**config.mk**
```make
export PLATFORM = sky130hd
export DESIGN_NAME = b_acs_213_flat
export DESIGN_NICKNAME = d
export VERILOG_FILES = /design/src/rtl/b_acs_213_pkg.sv /design/src/rtl/b_acs_213_if.sv /design/src/rtl/b_acs_butterfly_213.sv /design/src/rtl/b_acs_213.sv /design/src/flat_wrapper.sv
export SDC_FILE = /design/constraint.sdc
export NUM_CORES = 1
export LEC_CHECK = 0
export CORE_MARGIN = 2
export CORE_UTILIZATION = 40
export DETAILED_ROUTE_END_ITERATION = 12
export GPL_ROUTABILITY_DRIVEN = 0
export HOLD_SLACK_MARGIN = 0.06
export REMOVE_ABC_BUFFERS = 1
export SKIP_LAST_GASP = 1
export SLEW_MARGIN = 20
export SYNTH_ARGS = -nofsm -noshare
export SYNTH_HDL_FRONTEND = slang
export SYNTH_SLANG_ARGS = --single-unit
```
**constraint.sdc**
```tcl
create_clock -name clock -period 4.7 [get_ports clock]
set_input_delay 1.41 -clock clock [delete_from_list [all_inputs] [get_ports clock]]
set_output_delay 1.41 -clock clock [all_outputs]
set_load 0.01 [all_outputs]
```
**src/rtl/b_acs_213_pkg.sv**
```systemverilog
// Shared constants and trellis helpers for the (2,1,3) add-compare-select unit.
package b_acs_213_pkg;

    localparam int unsigned NStates       = 8;
    localparam int unsigned NBr           = 16;
    localparam int unsigned HdW           = 2;
    localparam int unsigned PmWDefault    = 6;
    localparam int unsigned InitPmDefault = 8;

    // Predecessor of branch b into next state j.
    function automatic logic [2:0] pred(input logic [2:0] j, input logic b);
        return {j[1:0], b};
    endfunction

endpackage

```
**src/rtl/b_acs_213_if.sv**
```systemverilog
// Step-input / decision-output bundle between the BMU, the ACS and the survivor memory.
interface b_acs_213_if #(
    parameter int unsigned PM_W = 6
);
    logic            start;
    logic            in_valid;
    logic [31:0]     hd_bus;
    logic [7:0]      dec;
    logic            dec_valid;
    logic [2:0]      best_state;
    logic [PM_W-1:0] best_metric;
    logic            best_valid;
    logic            norm_event;

    modport master (
        output start, in_valid, hd_bus,
        input  dec, dec_valid, best_state, best_metric, best_valid, norm_event
    );

    modport slave (
        input  start, in_valid, hd_bus,
        output dec, dec_valid, best_state, best_metric, best_valid, norm_event
    );
endinterface

```
**src/rtl/b_acs_butterfly_213.sv**
```systemverilog
// One ACS cell: two candidate adds, modulo compare, select. Ties go to branch 0.
module b_acs_butterfly_213 #(
    parameter int unsigned PM_W = 6
) (
    input  logic [PM_W-1:0] pm0_i,
    input  logic [PM_W-1:0] pm1_i,
    input  logic [1:0]      hd0_i,
    input  logic [1:0]      hd1_i,
    output logic [PM_W-1:0] pm_o,
    output logic            dec_o
);
    logic [PM_W:0]   cand0, cand1;
    logic [PM_W-1:0] diff;
    logic            unused_carry;

    always_comb begin
        cand0 = {1'b0, pm0_i} + {{(PM_W-1){1'b0}}, hd0_i};
        cand1 = {1'b0, pm1_i} + {{(PM_W-1){1'b0}}, hd1_i};
        // Metrics wrap; the sign of the PM_W-bit difference orders them.
        diff  = cand1[PM_W-1:0] - cand0[PM_W-1:0];
        dec_o = diff[PM_W-1];
        pm_o  = dec_o ? cand1[PM_W-1:0] : cand0[PM_W-1:0];
    end

    assign unused_carry = cand0[PM_W] ^ cand1[PM_W];

endmodule

```
**src/rtl/b_acs_213.sv**
```systemverilog
// ACS stage of the (2,1,3) Viterbi decoder: path metric registers, normalisation and
// a registered min-tree reporting the best state one cycle after each update.
module b_acs_213
    import b_acs_213_pkg::*;
#(
    parameter int unsigned PM_W    = PmWDefault,
    parameter int unsigned INIT_PM = InitPmDefault
) (
    input logic              clock,
    input logic              reset,
    b_acs_213_if.slave       bus
);
    localparam logic [PM_W-1:0] InitPm = PM_W'(INIT_PM);

    logic [PM_W-1:0] pm_q [NStates];
    logic [PM_W-1:0] pm_d [NStates];
    logic [PM_W-1:0] old_pm [NStates];
    logic [PM_W-1:0] acs_pm [NStates];
    logic [7:0]      acs_dec;
    logic            all_msb;

    logic [7:0]      dec_q, dec_d;
    logic            dec_valid_q, dec_valid_d;
    logic            norm_event_q, norm_event_d;
    logic [2:0]      best_state_q, best_state_d;
    logic [PM_W-1:0] best_metric_q, best_metric_d;
    logic            best_valid_q, best_valid_d;

    logic [2:0]      l1_idx [4];
    logic [PM_W-1:0] l1_val [4];
    logic [2:0]      l2_idx [2];
    logic [PM_W-1:0] l2_val [2];

    // A frame start feeds the initial metrics straight into the ACS.
    always_comb begin
        for (int i = 0; i < NStates; i++) begin
            if (bus.start) begin
                old_pm[i] = (i == 0) ? '0 : InitPm;
            end else begin
                old_pm[i] = pm_q[i];
            end
        end
    end

    for (genvar j = 0; j < NStates; j++) begin : g_bfly
        b_acs_butterfly_213 #(
            .PM_W (PM_W)
        ) u_bfly (
            .pm0_i (old_pm[pred(3'(j), 1'b0)]),
            .pm1_i (old_pm[pred(3'(j), 1'b1)]),
            .hd0_i (bus.hd_bus[4*j+1 -: 2]),
            .hd1_i (bus.hd_bus[4*j+3 -: 2]),
            .pm_o  (acs_pm[j]),
            .dec_o (acs_dec[j])
        );
    end

    always_comb begin
        all_msb = 1'b1;
        for (int i = 0; i < NStates; i++) begin
            all_msb = all_msb & acs_pm[i][PM_W-1];
        end

        for (int i = 0; i < NStates; i++) begin
            pm_d[i] = pm_q[i];
            if (bus.in_valid) begin
                pm_d[i] = acs_pm[i];
                if (all_msb) begin
                    pm_d[i][PM_W-1] = 1'b0;
                end
            end else if (bus.start) begin
                pm_d[i] = (i == 0) ? '0 : InitPm;
            end
        end

        dec_d        = bus.in_valid ? acs_dec : dec_q;
        dec_valid_d  = bus.in_valid;
        norm_event_d = bus.in_valid & all_msb;
    end

    // Min-tree over the stored metrics; the left (lower index) operand wins ties.
    always_comb begin
        for (int i = 0; i < 4; i++) begin
            if (pm_q[2*i+1] < pm_q[2*i]) begin
                l1_idx[i] = 3'(2*i+1);
                l1_val[i] = pm_q[2*i+1];
            end else begin
                l1_idx[i] = 3'(2*i);
                l1_val[i] = pm_q[2*i];
            end
        end
        for (int i = 0; i < 2; i++) begin
            if (l1_val[2*i+1] < l1_val[2*i]) begin
                l2_idx[i] = l1_idx[2*i+1];
                l2_val[i] = l1_val[2*i+1];
            end else begin
                l2_idx[i] = l1_idx[2*i];
                l2_val[i] = l1_val[2*i];
            end
        end

        best_state_d  = best_state_q;
        best_metric_d = best_metric_q;
        if (dec_valid_q) begin
            if (l2_val[1] < l2_val[0]) begin
                best_state_d  = l2_idx[1];
                best_metric_d = l2_val[1];
            end else begin
                best_state_d  = l2_idx[0];
                best_metric_d = l2_val[0];
            end
        end
        best_valid_d = dec_valid_q;
    end

    always_ff @(posedge clock or posedge reset) begin
        if (reset) begin
            for (int i = 0; i < NStates; i++) begin
                pm_q[i] <= (i == 0) ? '0 : InitPm;
            end
            dec_q         <= '0;
            dec_valid_q   <= 1'b0;
            norm_event_q  <= 1'b0;
            best_state_q  <= '0;
            best_metric_q <= '0;
            best_valid_q  <= 1'b0;
        end else begin
            for (int i = 0; i < NStates; i++) begin
                pm_q[i] <= pm_d[i];
            end
            dec_q         <= dec_d;
            dec_valid_q   <= dec_valid_d;
            norm_event_q  <= norm_event_d;
            best_state_q  <= best_state_d;
            best_metric_q <= best_metric_d;
            best_valid_q  <= best_valid_d;
        end
    end

    assign bus.dec         = dec_q;
    assign bus.dec_valid   = dec_valid_q;
    assign bus.norm_event  = norm_event_q;
    assign bus.best_state  = best_state_q;
    assign bus.best_metric = best_metric_q;
    assign bus.best_valid  = best_valid_q;

endmodule

```
**src/flat_wrapper.sv**
```systemverilog
// flat-port wrapper written by rule: the top's interface ports become plain ports
module b_acs_213_flat import b_acs_213_pkg::*;
#(
    parameter int unsigned PM_W    = PmWDefault,
    parameter int unsigned INIT_PM = InitPmDefault
)
  (clock, reset, bus_start, bus_in_valid, bus_hd_bus, bus_dec, bus_dec_valid, bus_best_state, bus_best_metric, bus_best_valid, bus_norm_event);
  b_acs_213_if #(.PM_W(PM_W)) bus_i ();
  input logic clock;
  input logic reset;
  input wire logic [$bits(bus_i.start)-1:0] bus_start;
  input wire logic [$bits(bus_i.in_valid)-1:0] bus_in_valid;
  input wire logic [$bits(bus_i.hd_bus)-1:0] bus_hd_bus;
  output wire logic [$bits(bus_i.dec)-1:0] bus_dec;
  output wire logic [$bits(bus_i.dec_valid)-1:0] bus_dec_valid;
  output wire logic [$bits(bus_i.best_state)-1:0] bus_best_state;
  output wire logic [$bits(bus_i.best_metric)-1:0] bus_best_metric;
  output wire logic [$bits(bus_i.best_valid)-1:0] bus_best_valid;
  output wire logic [$bits(bus_i.norm_event)-1:0] bus_norm_event;
  assign bus_i.start = bus_start;
  assign bus_i.in_valid = bus_in_valid;
  assign bus_i.hd_bus = bus_hd_bus;
  assign bus_dec = bus_i.dec;
  assign bus_dec_valid = bus_i.dec_valid;
  assign bus_best_state = bus_i.best_state;
  assign bus_best_metric = bus_i.best_metric;
  assign bus_best_valid = bus_i.best_valid;
  assign bus_norm_event = bus_i.norm_event;
  b_acs_213 #(.PM_W(PM_W), .INIT_PM(INIT_PM)) u_core (.clock(clock), .reset(reset), .bus(bus_i));
endmodule
```
After elaboration in Yosys (flattened, before gate mapping). Cells that the tools add are included.

Add/sub/neg operators: 24. $lt $le $gt $ge: 7. Muxes and demuxes: 46. Bitwise logic cells: 8.

Operators by type and width (count): $mux 6 (31); $add 6x2->6 (16); $sub 6x6->6 (8); $lt 6x6->1 (7); $mux 1 (12); $and 1x1->1 (8); $mux 2 (2); $mux 3 (1).

Bits in registers: 68. Input port bits: 36. Output and inout bits: 20. Word-level logic and storage cells: 99.

Longest topological paths before layout.
Word-level depth: 13. Mapped depth: 25.

Modules after synthesis. Synthesis repeated with hierarchy kept, for this count alone.

Cell total of the unflattened synthesis: 819. Area, all modules: 7785.0 um^2.

By module, submodules not included: b_acs_213 (instances 1, cells each 419, area an instance 4311.6 um^2, seq. area each 1710.4 um^2); b_acs_butterfly_213 (instances 8, cells each 50, area an instance 434.2 um^2, seq. area each 0.0 um^2).

Least setup slack after synthesis. Ideal clock, no wire load.

Path kind: in2reg. Start: input port bus_start. End: register u_core.pm_q[2] (netlist bit). Arrival time: 5.043 ns. Required time: 4.617 ns. Path slack: -0.426 ns. Cell stages on the path: 16. Path buffers: 4. Path through: clkbuf_1 > clkbuf_1 > clkbuf_1 > buf_1 > nor2_1 > ha_1 > a21oi_1 > nor3_1 > nor3b_1 > ha_1 > nor2b_1 > o21ai_0 > nand2b_1 > xnor2_1 > mux2_2 > o22ai_1.

RTL lines: start, declared (RTL line flat_wrapper.sv:11) `input wire logic [$bits(bus_i.start)-1:0] bus_start;`; end signal, assigned by index (RTL line b_acs_213.sv:119) `pm_q[i] <= (i == 0) ? '0 : InitPm;`; end signal, assigned by index (RTL line b_acs_213.sv:129) `pm_q[i] <= pm_d[i];`; end, declared (RTL line b_acs_213.sv:15) `logic [PM_W-1:0] pm_q [NStates];`.

==> impl_metrics.csv <==
group,metric,value,unit
outcome,status,"finished, final reports clean",
layout,layout-area-overhead-vs-synth,30.6,%
layout,finalNetCount,1218,
synth,ys_async_sr_fraction,100,%
placed_design,dpl_cell_area,0.00940,sq mm
clocking,hold_buffers,0,
sta,slew_violations,0,
routing,ant_nets,0,
sta,worst_slack,0.194,ns
global_route,track_usage,22.8,%
die,die-height,142,um
synth,yosysWarnings,0,
synth,synth_area_per_cell,8.48,sq um
pwr,switching_share,43.7,%
layout,instances_no_fill,1316,
pwr,pwr-share-clk,8.8,%
worst_setup_path,cp-start-kind,"input port",
worst_setup_path,crit_top_cell,"a21o_1",
die,dieArea,0.0201,sq mm
clocking,clockBufferDepth,2,
worst_setup_path,slowest_delay,0.51,ns
routing,drt-pass1-iter-count,5,
worst_setup_path,crit_end,"u_core.pm_q[17]$_DFF_PP0_",
synth,synthCells,894,
worst_setup_path,r2r-end,"u_core.bus.best_metric[2]$_DFFE_PP0P_",
worst_setup_path,cp_max_fo,13,
worst_setup_path,reg2reg_depth,21,
global_route,grt_pass1_wl,36000,um
worst_setup_path,critical_path.top_delay_family,"compound AO/OA/AOI/OAI gates",
routing,drc,0,
die,placementRows,50,
pwr,ir_worst_vdd,0.688,mV
pwr,power_density,813,mW/mm^2
worst_setup_path,worst_path_max_delay_cell,"fa_1",
synth,synth_edf_count,0,
synth,netlist_area,0.00758,sq mm
die,die_x,142,um
worst_setup_path,cp.depth,15,
routing,wire_per_inst,16.7,um
global_route,grt_pass1_vias,6864,
sta,finalSetupTns,0,ns
job,drv_cap,0,
synth,seq_area_frac_synth,22.6,%
global_route,grt-ovfl-total,0,
clocking,numCtsBuffers,9,
global_route,grt_max_degree,63,
sta,timing.final.crit_share,95.9,%
layout,final_common_cell,"buf_4",
pwr,intPower,4.53,mW
sta,slew_headroom,43.0,%
clocking,cts.clk_slew.worst_paths,0.06,ns
synth,ys_types,63,
layout,layout-drive-gt1-share,22.3,%
layout,mostFrequentLayoutCells,"151 x buf_4, 96 x ha_1, 79 x nor2_1",
worst_setup_path,crit_chain,"clkbuf_4, nor2b_1, ha_1, inv_1, fa_1, inv_1, ha_1, a21o_1, a21o_1, a21o_1, a21o_1, mux2i_1, nor3_1, a31o_2, o21ai_0",
routing,totalWireLength,22000,um
sta,finalSetupViolations,0,
pwr,p_seq_share,11.4,%
clocking,worstSkewPairLatency,0.35,ns
routing,via_count,7026,
sta,hold_viol_final,0,
worst_setup_path,end_kind,"register",
sta,fmax,222,MHz
worst_setup_path,r2r-start,"u_core.pm_q[14]$_DFF_PP0_",
worst_hold_path,holdPathStages,2,
clocking,cts-root-buf,"clkbuf_16",
worst_setup_path,critPathLaunch,"bus_start",
worst_setup_path,crit_buf_inv,3,
pwr,power_leakage,4.57,nW
routing,drtIter0Drc,342,
worst_hold_path,hp-class,"register to register",
synth,ys_seq_elements,68,
clocking,cts_num_sinks,68,
worst_setup_path,regToRegSetupSlack,0.20,ns
pwr,power_frac_comb,79.8,%
placed_design,port_buffers,55,
sta,clock_skew,0.0111,ns
sta,min_period,4.51,ns
die,io_pins,56,
layout,postLayoutCellArea,0.00991,sq mm
sta,worst_pin_slew,0.852,ns
worst_setup_path,arrival,4.77,ns
placed_design,place_ws,-0.207,ns
die,start_util,40.7,%
placed_design,hpwl,17000,um
synth,ys.flop_type,"dfrtp_1",
die,coreArea,0.0186,sq mm
pwr,p_sw,3.52,mW
worst_setup_path,worstPathRequired,4.96,ns
worst_setup_path,crit_type,"input port to register",
clocking,cts_tree,"done",
global_route,antenna_found_initial,0,
clocking,cts_max_level,3,
routing,routed_via_density,5.34,
sta,holdWs,0.487,ns
placed_design,dp.cells,1293,
-- worst min path at each step --
| stage | start | slack [ns] | end |
|---|---|---|---|
| 2_1_floorplan | u_core.pm_q[9]$_DFF_PP1_ | 0.51 | u_core.pm_q[9]$_DFF_PP1_ |
| 3_3_place_gp | u_core.pm_q[9]$_DFF_PP1_ | 0.48 | u_core.pm_q[9]$_DFF_PP1_ |
| 3_5_place_dp | u_core.pm_q[9]$_DFF_PP1_ | 0.48 | u_core.pm_q[9]$_DFF_PP1_ |
| 4_1_cts | u_core.pm_q[9]$_DFF_PP1_ | 0.49 | u_core.pm_q[9]$_DFF_PP1_ |
| 5_1_grt | u_core.pm_q[9]$_DFF_PP1_ | 0.52 | u_core.pm_q[9]$_DFF_PP1_ |
| 6_report | u_core.pm_q[9]$_DFF_PP1_ | 0.49 | u_core.pm_q[9]$_DFF_PP1_ |
-- kinds of logic after synthesis --
family | count (synthesis) | synth area share [%]
xor gates and xnor gates | 59 | 6.81
buffers and inverters | 91 | 4.67
adders and majority gates | 114 | 19.3
AOI/OAI and AO/OA | 254 | 21.6
DFF | 68 | 22.6
and+or+nand+nor | 244 | 16.0
muxes | 64 | 9.01
-- timing repair --
item	in CTS	in global routing
setup endpoints to repair	8	23
resized for setup	6	26
cloned	0	0
pin swaps	0	6
buffers inserted	0	6
-- state kept, by name (all words and copies together), names as in the netlist --
signal                  cells
u_core.bus.best_metric      6
u_core.bus.best_state       3
u_core.bus.best_valid       1
u_core.bus.dec              8
u_core.bus.dec_valid        1
u_core.bus.norm_event       1
u_core.pm_q                48
-- power groups by stage --
stage,clock [mW],combinational [mW],sequential [mW]
global route,0.747,7.05,0.944
CTS,0.725,6.10,0.917
floorplan,0,3.47,1.01
global placement,0,5.95,0.923
finish,0.709,6.42,0.920
detailed placement,0,5.99,0.926
-- layer usage --
layer	wire length [um]	share of wire [%]	track usage (%)	up-vias
li1	-	-	-	3576
met1	10700	49	31.5	3296
met3	767	3.5	2.46	18
met4	342	1.6	6.95	0
met5	0	0	0	-
met2	10100	46	37.5	136
-- cells in the mapped netlist (13+ instances only) --
library cell	n	area [sq um]
a21o_1	42	315
a21oi_1	80	400
a31oi_1	13	81.3
clkbuf_1	32	120
dfrtp_1	61	1530
ha_1	98	1230
inv_1	53	199
mux2_2	27	304
mux2i_1	35	350
nand2_1	45	169
nand2b_1	29	181
nor2_1	81	304
nor2b_1	27	169
o21ai_0	51	255
o22ai_1	13	81.3
or3_1	14	87.6
xnor2_1	44	385
xor2_1	15	131
-- through the flow --
stage	utilization (%)	power, mW
2_1_floorplan	-	4.48
5_1_grt	53.1	8.74
3_5_place_dp	50.4	6.92
4_1_cts	52.1	7.74
3_3_place_gp	50.4	6.87
6_report	53.1	8.05
-- area by class of cell --
cell class,count,area (sq um)
Inverter,53,199
Sequential cell,68,1710
Tap cell,234,293
Multi-Input combinational cell,735,5680
Clock inverter,2,35.0
Antenna cell,1,2.50
Fill cell,1764,8740
Clock buffer,14,264
Timing Repair Buffer,209,1730
-- worst min-delay path, delay by kind of cell, from the launching register on --
| family | cells | cell delay [ns] |
|---|---|---|
| flip-flops | 1 | 0.36 |
| buffers and inverters | 1 | 0.06 |
| AO/OA/AOI/OAI | 1 | 0.06 |
(Power assumes the default switching activity.)
